## src/rtl/hilo_pkg.sv

```systemverilog
// Shared definitions for the HI/LO register block: op encodings and op width.
package hilo_pkg;

   localparam int HILO_OP_W = 3;

   typedef enum logic [HILO_OP_W-1:0] {
      HILO_WR_BOTH = 3'd0,
      HILO_WR_HI   = 3'd1,
      HILO_WR_LO   = 3'd2,
      HILO_ACC_ADD = 3'd3,
      HILO_ACC_SUB = 3'd4
   } hilo_op_e;

endpackage

```

## src/rtl/hilo_acc_pipe.sv

```systemverilog
// Accumulate stage for hilo_acc_reg: captures a 2*DATA_W product and the
// add/sub selector, then presents {HI,LO} +/- P one cycle later.
// Only instantiated when HILO_ACC_EN is defined.
module hilo_acc_pipe #(
   parameter int DATA_W = 32
) (
   input  logic              clk,
   input  logic              resetn,
   input  logic              flush,
   input  logic              start,
   input  logic              sub,
   input  logic [2*DATA_W-1:0] p_i,
   input  logic [2*DATA_W-1:0] hilo_i,
   output logic              busy,
   output logic              upd_valid,
   output logic [2*DATA_W-1:0] sum_o
);

   logic                valid_q, valid_d;
   logic                sub_q, sub_d;
   logic [2*DATA_W-1:0] p_q, p_d;

   // Next-state for the stage: load on start, otherwise hold data and drop valid.
   always_comb begin
      // NOTE: every output gets a default first so no latch is inferred.
      valid_d = start;
      sub_d   = sub_q;
      p_d     = p_q;
      if (start) begin
         sub_d = sub;
         p_d   = p_i;
      end
   end

   // Stage register; the data flops are reset too so reset leaves no stale product.
   always_ff @(posedge clk or negedge resetn) begin
      if (!resetn) begin
         // NOTE: sequential state uses non-blocking assignments only.
         valid_q <= 1'b0;
         sub_q   <= 1'b0;
         p_q     <= '0;
      end else begin
         valid_q <= valid_d;
         sub_q   <= sub_d;
         p_q     <= p_d;
      end
   end

   // The add/sub wraps modulo 2^(2*DATA_W); carry/borrow crosses LO into HI naturally.
   always_comb begin
      sum_o = sub_q ? (hilo_i - p_q) : (hilo_i + p_q);
   end

   assign busy      = valid_q;
   assign upd_valid = valid_q && !flush;

endmodule

```

## src/rtl/hilo_acc_reg.sv

```systemverilog
// Architectural HI/LO register pair with whole/half writes and an optional
// two-cycle accumulate (MADD/MSUB class). The accumulate path is present only
// when the macro HILO_ACC_EN is defined; otherwise ops 3/4 act as reserved
// and busy is tied low.
module hilo_acc_reg
   import hilo_pkg::*;
#(
   parameter int DATA_W = 32
) (
   input  logic                 clk,
   input  logic                 resetn,
   input  logic                 flush,
   input  logic                 op_valid,
   input  logic [HILO_OP_W-1:0] op,
   input  logic [DATA_W-1:0]    hi_i,
   input  logic [DATA_W-1:0]    lo_i,
   output logic                 busy,
   output logic [DATA_W-1:0]    hi_o,
   output logic [DATA_W-1:0]    lo_o
);

   logic [DATA_W-1:0] hi_q, hi_d;
   logic [DATA_W-1:0] lo_q, lo_d;
   logic              accept;

   // A request only takes effect when nothing is in flight and no flush is present.
   assign accept = op_valid && !busy && !flush;

`ifdef HILO_ACC_EN
   logic                acc_start;
   logic                acc_sub;
   logic                acc_upd;
   logic [2*DATA_W-1:0] acc_sum;

   hilo_acc_pipe #(.DATA_W(DATA_W)) u_acc_pipe (
      .clk       (clk),
      .resetn    (resetn),
      .flush     (flush),
      .start     (acc_start),
      .sub       (acc_sub),
      .p_i       ({hi_i, lo_i}),
      .hilo_i    ({hi_q, lo_q}),
      .busy      (busy),
      .upd_valid (acc_upd),
      .sum_o     (acc_sum)
   );
`else
   assign busy = 1'b0;
`endif

   // Next HI/LO: accumulate result (only possible while busy) or an accepted write.
   always_comb begin
      hi_d = hi_q;
      lo_d = lo_q;
`ifdef HILO_ACC_EN
      acc_start = 1'b0;
      acc_sub   = 1'b0;
      if (acc_upd) begin
         {hi_d, lo_d} = acc_sum;
      end else
`endif
      if (accept) begin
         case (op)
            HILO_WR_BOTH: begin
               hi_d = hi_i;
               lo_d = lo_i;
            end
            HILO_WR_HI: hi_d = hi_i;
            HILO_WR_LO: lo_d = lo_i;
`ifdef HILO_ACC_EN
            HILO_ACC_ADD: acc_start = 1'b1;
            HILO_ACC_SUB: begin
               acc_start = 1'b1;
               acc_sub   = 1'b1;
            end
`endif
            default: ;
         endcase
      end
   end

   // Architectural HI/LO registers.
   always_ff @(posedge clk or negedge resetn) begin
      if (!resetn) begin
         hi_q <= '0;
         lo_q <= '0;
      end else begin
         hi_q <= hi_d;
         lo_q <= lo_d;
      end
   end

   assign hi_o = hi_q;
   assign lo_o = lo_q;

endmodule

```

## config.mk

```make
export PLATFORM = sky130hd
export DESIGN_NAME = hilo_acc_reg
export DESIGN_NICKNAME = d
export VERILOG_FILES = /design/src/rtl/hilo_pkg.sv /design/src/rtl/hilo_acc_pipe.sv /design/src/rtl/hilo_acc_reg.sv
export SDC_FILE = /design/constraint.sdc
export NUM_CORES = 1
export LEC_CHECK = 0
export CORE_MARGIN = 2
export CORE_UTILIZATION = 39
export CTS_BUF_LIST = sky130_fd_sc_hd__clkbuf_2
export DETAILED_ROUTE_END_ITERATION = 12
export GPL_ROUTABILITY_DRIVEN = 0
export GPL_TIMING_DRIVEN = 1
export HOLD_SLACK_MARGIN = 0.03
export PLACE_DENSITY_LB_ADDON = 0.25
export SLEW_MARGIN = 20
export SYNTH_ARGS = -nofsm -noshare
export SYNTH_HDL_FRONTEND = slang
export SYNTH_SLANG_ARGS = --single-unit
```

## constraint.sdc

```tcl
create_clock -name clk -period 2.4 [get_ports clk]
set_clock_uncertainty 0.1 [all_clocks]
set_input_delay 0.48 -clock clk [delete_from_list [all_inputs] [get_ports clk]]
set_output_delay 0.48 -clock clk [all_outputs]
set_load 0.005 [all_outputs]
```

Word level (Yosys, flattened, before mapping) --
Cells that the tools add are included.
Word-level totals: input port bits 71, bits in writable memories 0, flip-flop bits (word level) 64, output and inout bits 65, latch bits 0, bits in read-only memories 0, memories 0, logic and storage cells 11
Cells by class: div/mod/pow operators 0, $add $sub $neg 0, magnitude comparators 0, $mul 0, bitwise operators 0, shift operators 0, muxes and demuxes 0, eq/ne operators 2, reductions and logical operators 7
Operator list (number):
- $reduce_and A2 Y1 | 2
- $reduce_or A2 Y1 | 2
- $eq A3 B1 Y1 const B | 1
- $eq A3 B2 Y1 const B | 1
- $logic_not A3 Y1 | 1
- $logic_and A1 B1 Y1 | 1
- $logic_not A1 Y1 | 1

Logic depth before layout (Yosys ltp) --
Gate-level depths: netlist of the first run.
depth after elaboration 3, gate-level depth with buffers 3, mapped depth without buffers 2

Worst setup path before layout of the first run --
OpenSTA, ideal clock, no wires.
kind input port to flip-flop, start in op[0], end reg lo_q[10], in the netlist lo_o[10], data required time 2175 ps, path slack 772 ps, setup time 125 ps, arrival 1404 ps, path buffers 1, stages 3, cell sequence nor4b_4 buf_6 mux2_2
Between the ends: cells in the longest elaborated chain, start to end 3, elaborated cells between the ends (all ways) 4, those cells by class 1 x eq/ne; 3 x reduce/logical
RTL lines:
- start, declared | RTL line hilo_acc_reg.sv:14 | input logic [HILO_OP_W-1:0] op,
- $eq A3 B2 Y1 / $logic_not A3 Y1 (equally long branches) | RTL line hilo_acc_reg.sv:63 | case (op)
- $reduce_or A2 Y1 (no line) (*)
- $reduce_and A2 Y1 (no line) (*)
- end signal, assigned | RTL line hilo_acc_reg.sv:89 | lo_q <= lo_d;
- end, declared | RTL line hilo_acc_reg.sv:23 | logic [DATA_W-1:0] lo_q, lo_d;
Mark *: on every way between the ends. The rest lies on a longest branch, timed or not. A chain may end at the register's enable or synchronous reset.

Worst setup path in the final report of the first run --
start reg hi_q[15], in the netlist hi_o[15], end out hi_o[15]
RTL lines:
- start, declared | RTL line hilo_acc_reg.sv:22 | logic [DATA_W-1:0] hi_q, hi_d;
- start signal, assigned | RTL line hilo_acc_reg.sv:88 | hi_q <= hi_d;
- end, declared | RTL line hilo_acc_reg.sv:18 | output logic [DATA_W-1:0] hi_o,
No word-level cell between the ends.

==> impl_metrics.json, run 1 <==
{
  "nets": 352,
  "place_area_sq_um": 3860,
  "min_period_ns": 1.93,
  "initial_core_util": 0.409,
  "placeableCoreArea_sq_um": 5990,
  "peakVddDrop_mv": 0.403,
  "fmax_mhz": 518,
  "yosysUniqueCellTypes": 7,
  "route.vias.total": 1686,
  "grt_overflow_total": 0,
  "synth.area.top_cells": "dfrtp_1 65%, mux2_2 28%, buf_6 2.8%, nor4b_4 1.9%, mux2_1 1.8%",
  "synth-seq-cells": 64,
  "io_pins": 136,
  "min_period_over_period": 0.805,
  "layout-drive-gt1-share": 0.277,
  "worstHoldPathType": "register to register",
  "ant_nets": 0,
  "dpl.hpwl_mm": 4.07,
  "netlist_area_sq_um": 2450,
  "slowest_stage": "clkdlybuf4s50_1",
  "wl_mm": 5.49,
  "power_leakage_nw": 1.65,
  "drv_cap": 0,
  "ys.warnings.count": 0,
  "dr.pass1.iters": 3,
  "synthTopCellsByCount": "64 x dfrtp_1, 60 x mux2_2, 6 x buf_6",
  "slew_viol_final": 0,
  "pwr-share-comb": 0.311,
  "swShare": 0.243,
  "track_usage": 0.167,
  "cts_sinks": 64,
  "synth_enable_flop_cells": 0,
  "cp.buffers_inverters": 1,
  "path_max_fanout": 2,
  "final.setup.tns_ns": 0,
  "p_int_w": 0.00220,
  "design_area_sq_um": 3970,
  "power.share.sequential": 0.490,
  "setup_viol": 0,
  "path_clk_slew_ns": 0.18,
  "grt_pass1_vias": 1809,
  "synth.net_count": 209,
  "worstSetupPathType": "register to primary output",
  "antenna_found_initial": 0,
  "hold_violations": 0,
  "async_reset_ff_frac": 1.00,
  "p_clk_frac": 0.199,
  "cellPowerDensity_nw_per_um2": 734,
  "synth.most_common_cell": "dfrtp_1",
  "status": "finished clean",
  "io_buffers": 134,
  "num_rows": 28,
  "end_kind": "primary output",
  "die_height_um": 83.2,
  "numCtsBuffers": 9,
  "start_kind": "register",
  "synth-main-ff-cell": "dfrtp_1",
  "crit_family": "buffers and inverters",
  "p_sw_w": 0.000706,
  "synthesis.instances": 138,
  "diodes": 0,
  "root_buffer": "clkbuf_2",
  "arrival_ns": 1.35,
  "htreeDepth": 3,
  "post_drt_wl_per_cell_um": 15.3,
  "seq_area_frac_synth": 0.654,
  "clk_latency_ns": 0.43,
  "fin_util": 0.662,
  "cp.required_ns": 1.82,
  "postCtsSetupBuffers": 0,
  "synthMuxAreaShare": 0.294,
  "synth_area_leader_cell": "dfrtp_1",
  "path_cells": "clkdlybuf4s50_1",
  "cts_buffer_depth": 2,
  "grt_pass1_wl_mm": 9.10,
  "synth_top_family_by_area": "multiplexers",
  "syn_to_final_growth_pct": 61.9,
  "syn_area_per_cell_sq_um": 17.7,
  "initialDrtViolationCount": 37,
  "cts_tree": "built",
  "synthXorXnorAreaFrac": 0,
  "die_area_sq_um": 6930,
  "grt_max_degree": 65,
  "synth-simple-area-share": 0.0194,
  "vias_per_cell": 4.68,
  "drc_errors": 0,
  "cpPeakStageDelay_ns": 0.51,
  "synth-compound-area-share": 0,
  "synthAdderAreaFrac": 0,
  "die_x_um": 83.2,
  "rsz0062_at_grt": "false",
  "synth_top_area_share": 0.654
}
-- layout make-up --
cell class,instances,area (sq um)
timing repair buffer,139,1400
sequential,64,1600
fill,482,2030
multi-input combinational,67,772
clock inverter,6,51.3
clock buffer,9,45.0
tap,75,93.8
-- placed cells by master (no fill, tap or decap), drive strengths merged --
cell type / count
clkbuf: 9
nor4b: 2
dlygate4sd3: 1
dfrtp: 64
buf: 5
clkinv: 5
mux2: 64
conb: 1
bufinv: 1
clkdlybuf4s50: 133
-- registers in the layout, indices dropped and copies added, names as in the netlist --
register  cells
lo_o         32
hi_o         32
-- per-stage QoR --
| step | worst slack (ns) | instances | hold WS [ns] | total power, W |
|---|---|---|---|---|
| final | 0.469 | 360 | 0.410 | 0.00291 |
| after global routing | 0.361 | 360 | 0.425 | 0.00309 |
| after CTS | 0.420 | 360 | 0.416 | 0.00296 |
| after detailed placement | 0.172 | 344 | 0.378 | 0.00237 |
| after global placement | 0.205 | 344 | 0.368 | 0.00235 |
| after floorplan | 0.772 | 138 | 0.0844 | 0.00170 |
-- power by group through the flow --
stage / Combinational [W] / Clock [W] / Sequential, W
after floorplan: 0.000227 / 0 / 0.00147
after global placement: 0.000903 / 0 / 0.00144
after detailed placement: 0.000920 / 0 / 0.00145
after CTS: 0.000925 / 0.000601 / 0.00143
after global routing: 0.000968 / 0.000657 / 0.00146
final: 0.000906 / 0.000579 / 0.00143
-- metal layers --
metal,track usage,up-vias,share of wire
met5,0,-,0
met3,0.0676,12,0.091
li1,-,776,-
met1,0.199,814,0.39
met2,0.271,84,0.50
met4,0.0656,0,0.016
-- logic make-up after synthesis --
kind of cell	Yosys count
muxes	64
DFF	64
buffers and inverters	7
and+or+nand+nor	2
other	1
-- timing repair --
| action | 4_1_cts | 5_1_grt |
|---|---|---|
| endpoints found under the hold margin | 64 | 0 |
| endpoints found under the setup margin | 0 | 0 |
| hold buffers | 1 | 0 |
| gates resized for setup | 0 | 0 |
-- worst paths after layout --
path,startpoint,end,slack [ns],depth (start not counted)
max,hi_o[15],hi_o[15],0.47,1
min in group asynchronous,resetn,hi_o[10],0.42,3
min reg2reg,lo_o[2],lo_o[2],0.41,1
max reg2reg,hi_o[24],hi_o[24],1.52,1
min,lo_o[2],lo_o[2],0.41,1
max in group asynchronous,resetn,lo_o[20],1.47,3
Power figures use the tool's default switching activity.
==> run 2: changes to the inputs <==
clock period = 1.9 ns   (was 2.4 ns; I/O delays follow)
==> run 2 against run 1 <==
Compared with the run above: first-iteration DRC count down 11%; design area up 4.9%; critical path depth unchanged; largest power group unchanged; utilization up 3.2 points; global-route usage about the same; worst setup slack worse by 0.39 ns; highest routed layer unchanged; die area unchanged; clock-buffer cell count up 1; critical path type unchanged; flip-flop and latch count unchanged.
==> impl_metrics.json, run 2 (synthesis results as in run 1) <==
{
  "status": "finished clean",
  "drc_errors": 0,
  "post_drt_wl_per_cell_um": 15.4,
  "rrSetupSlack_ns": 0.88,
  "whs_ns": 0.345,
  "syn_to_final_growth_pct": 69.8,
  "grt_pass1_wl_mm": 9.14,
  "cts_buffer_depth": 2,
  "setup_viol": 0,
  "cellPowerDensity_nw_per_um2": 874,
  "route.vias.total": 1692,
  "cp.buffers_inverters": 1,
  "min_period_over_period": 0.960,
  "cp.required_ns": 1.42,
  "fill_cells": 455,
  "dpl.hpwl_mm": 4.07,
  "grt_overflow_total": 0,
  "die_area_sq_um": 6930,
  "min_period_ns": 1.82,
  "multi_input_area_sq_um": 772,
  "worstHoldPathType": "input pin to asynchronous set/reset pin",
  "cts_tree": "built",
  "r2r_cells": 2,
  "arrival_ns": 1.34,
  "worstSetupPathType": "register to primary output",
  "clk_latency_ns": 0.45,
  "layout_common_cells": "74 x clkdlybuf4s50_1, 64 x dfrtp_1, 60 x mux2_2, 54 x dlymetal6s2s_1",
  "peakVddDrop_mv": 0.489,
  "power.share.sequential": 0.495,
  "final.setup.tns_ns": 0,
  "cpPeakStageDelay_ns": 0.51,
  "vias_per_cell": 4.59,
  "path_clk_slew_ns": 0.16,
  "p_int_w": 0.00274,
  "hold_violations": 0,
  "reg2reg_from": "hi_o[30]",
  "wl_mm": 5.69,
  "end_kind": "primary output",
  "num_rows": 28,
  "initialDrtViolationCount": 33,
  "nets": 360,
  "diodes": 0,
  "initial_core_util": 0.409,
  "ant_nets": 0,
  "die_height_um": 83.2,
  "layout_commonest_cell": "clkdlybuf4s50_1",
  "p_sw_w": 0.000894,
  "track_usage": 0.167,
  "dr.pass1.iters": 2,
  "layout-drive-gt1-share": 0.296,
  "grt_pass1_vias": 1842,
  "cts_sinks": 64,
  "path_max_fanout": 2,
  "antenna_found_initial": 0,
  "path_cells": "clkdlybuf4s50_1",
  "io_buffers": 134,
  "fmax_mhz": 548,
  "htreeDepth": 3,
  "slowest_stage": "clkdlybuf4s50_1",
  "root_buffer": "clkbuf_2",
  "power_leakage_nw": 2.26,
  "start_kind": "register",
  "slew_viol_final": 0,
  "swShare": 0.246,
  "grt_max_degree": 65,
  "placeableCoreArea_sq_um": 5990,
  "p_clk_frac": 0.203,
  "r2r_end": "hi_o[30]",
  "total_power_w": 0.00363,
  "io_pins": 136,
  "crit_family": "buffers and inverters",
  "numCtsBuffers": 9,
  "die_x_um": 83.2,
  "seqCellArea_sq_um": 1600,
  "drv_cap": 0,
  "pwr-share-comb": 0.302
}
-- run 2: how the worst max path moves through the flow --
stage,start,end,slack [ns],cells past startpoint
after global routing,hi_o[12],hi_o[12],-0.003,1
after CTS,hi_o[11],hi_o[11],0.0007,1
after global placement,op[2],lo_o[23],-0.15,4
final,hi_o[12],hi_o[12],0.08,1
after floorplan,op[0],lo_o[10],0.37,3
after detailed placement,op[2],lo_o[23],-0.16,4
-- run 2: power groups by stage --
stage / sequential (W) / combinational, W / clock, W
2_1_floorplan: 0.00186 / 0.000287 / 0
3_3_place_gp: 0.00183 / 0.00114 / 0
3_5_place_dp: 0.00184 / 0.00116 / 0
4_1_cts: 0.00181 / 0.00115 / 0.000773
5_1_grt: 0.00184 / 0.00118 / 0.000837
6_report: 0.00180 / 0.00110 / 0.000737
-- run 2: routing by layer --
metal | up-vias | wire length, um | track usage
met5 | - | 0 | 0
met2 | 82 | 2880 | 0.266
met4 | 0 | 42 | 0.0671
met1 | 807 | 2230 | 0.196
li1 | 796 | - | -
met3 | 7 | 543 | 0.0795
-- run 2: area by class of cell --
cell class	instances	area share
clock buffers	10	0.0120
well taps	75	0.0226
multi-input cells	67	0.186
repair buffers	147	0.382
flip-flops and latches	64	0.385
clock inverters	6	0.0120
-- run 2: per-stage QoR --
step	area, sq um	util	instances	worst slack (ns)
after floorplan	2450	-	138	0.372
after global placement	3870	0.645	345	-0.146
after detailed placement	3870	0.645	345	-0.158
after CTS	3980	0.664	363	0.000744
after global routing	4160	0.694	369	-0.00284
final	4160	0.694	369	0.0760
-- run 2: repair_timing --
| item | in CTS | in global routing |
|---|---|---|
| endpoints found under the hold margin | 64 | 0 |
| resized for setup | 5 | 54 |
| gates cloned | 0 | 0 |
| hold buffers | 1 | 0 |
| buffers inserted | 1 | 6 |
| endpoints found under the setup margin | 5 | 55 |
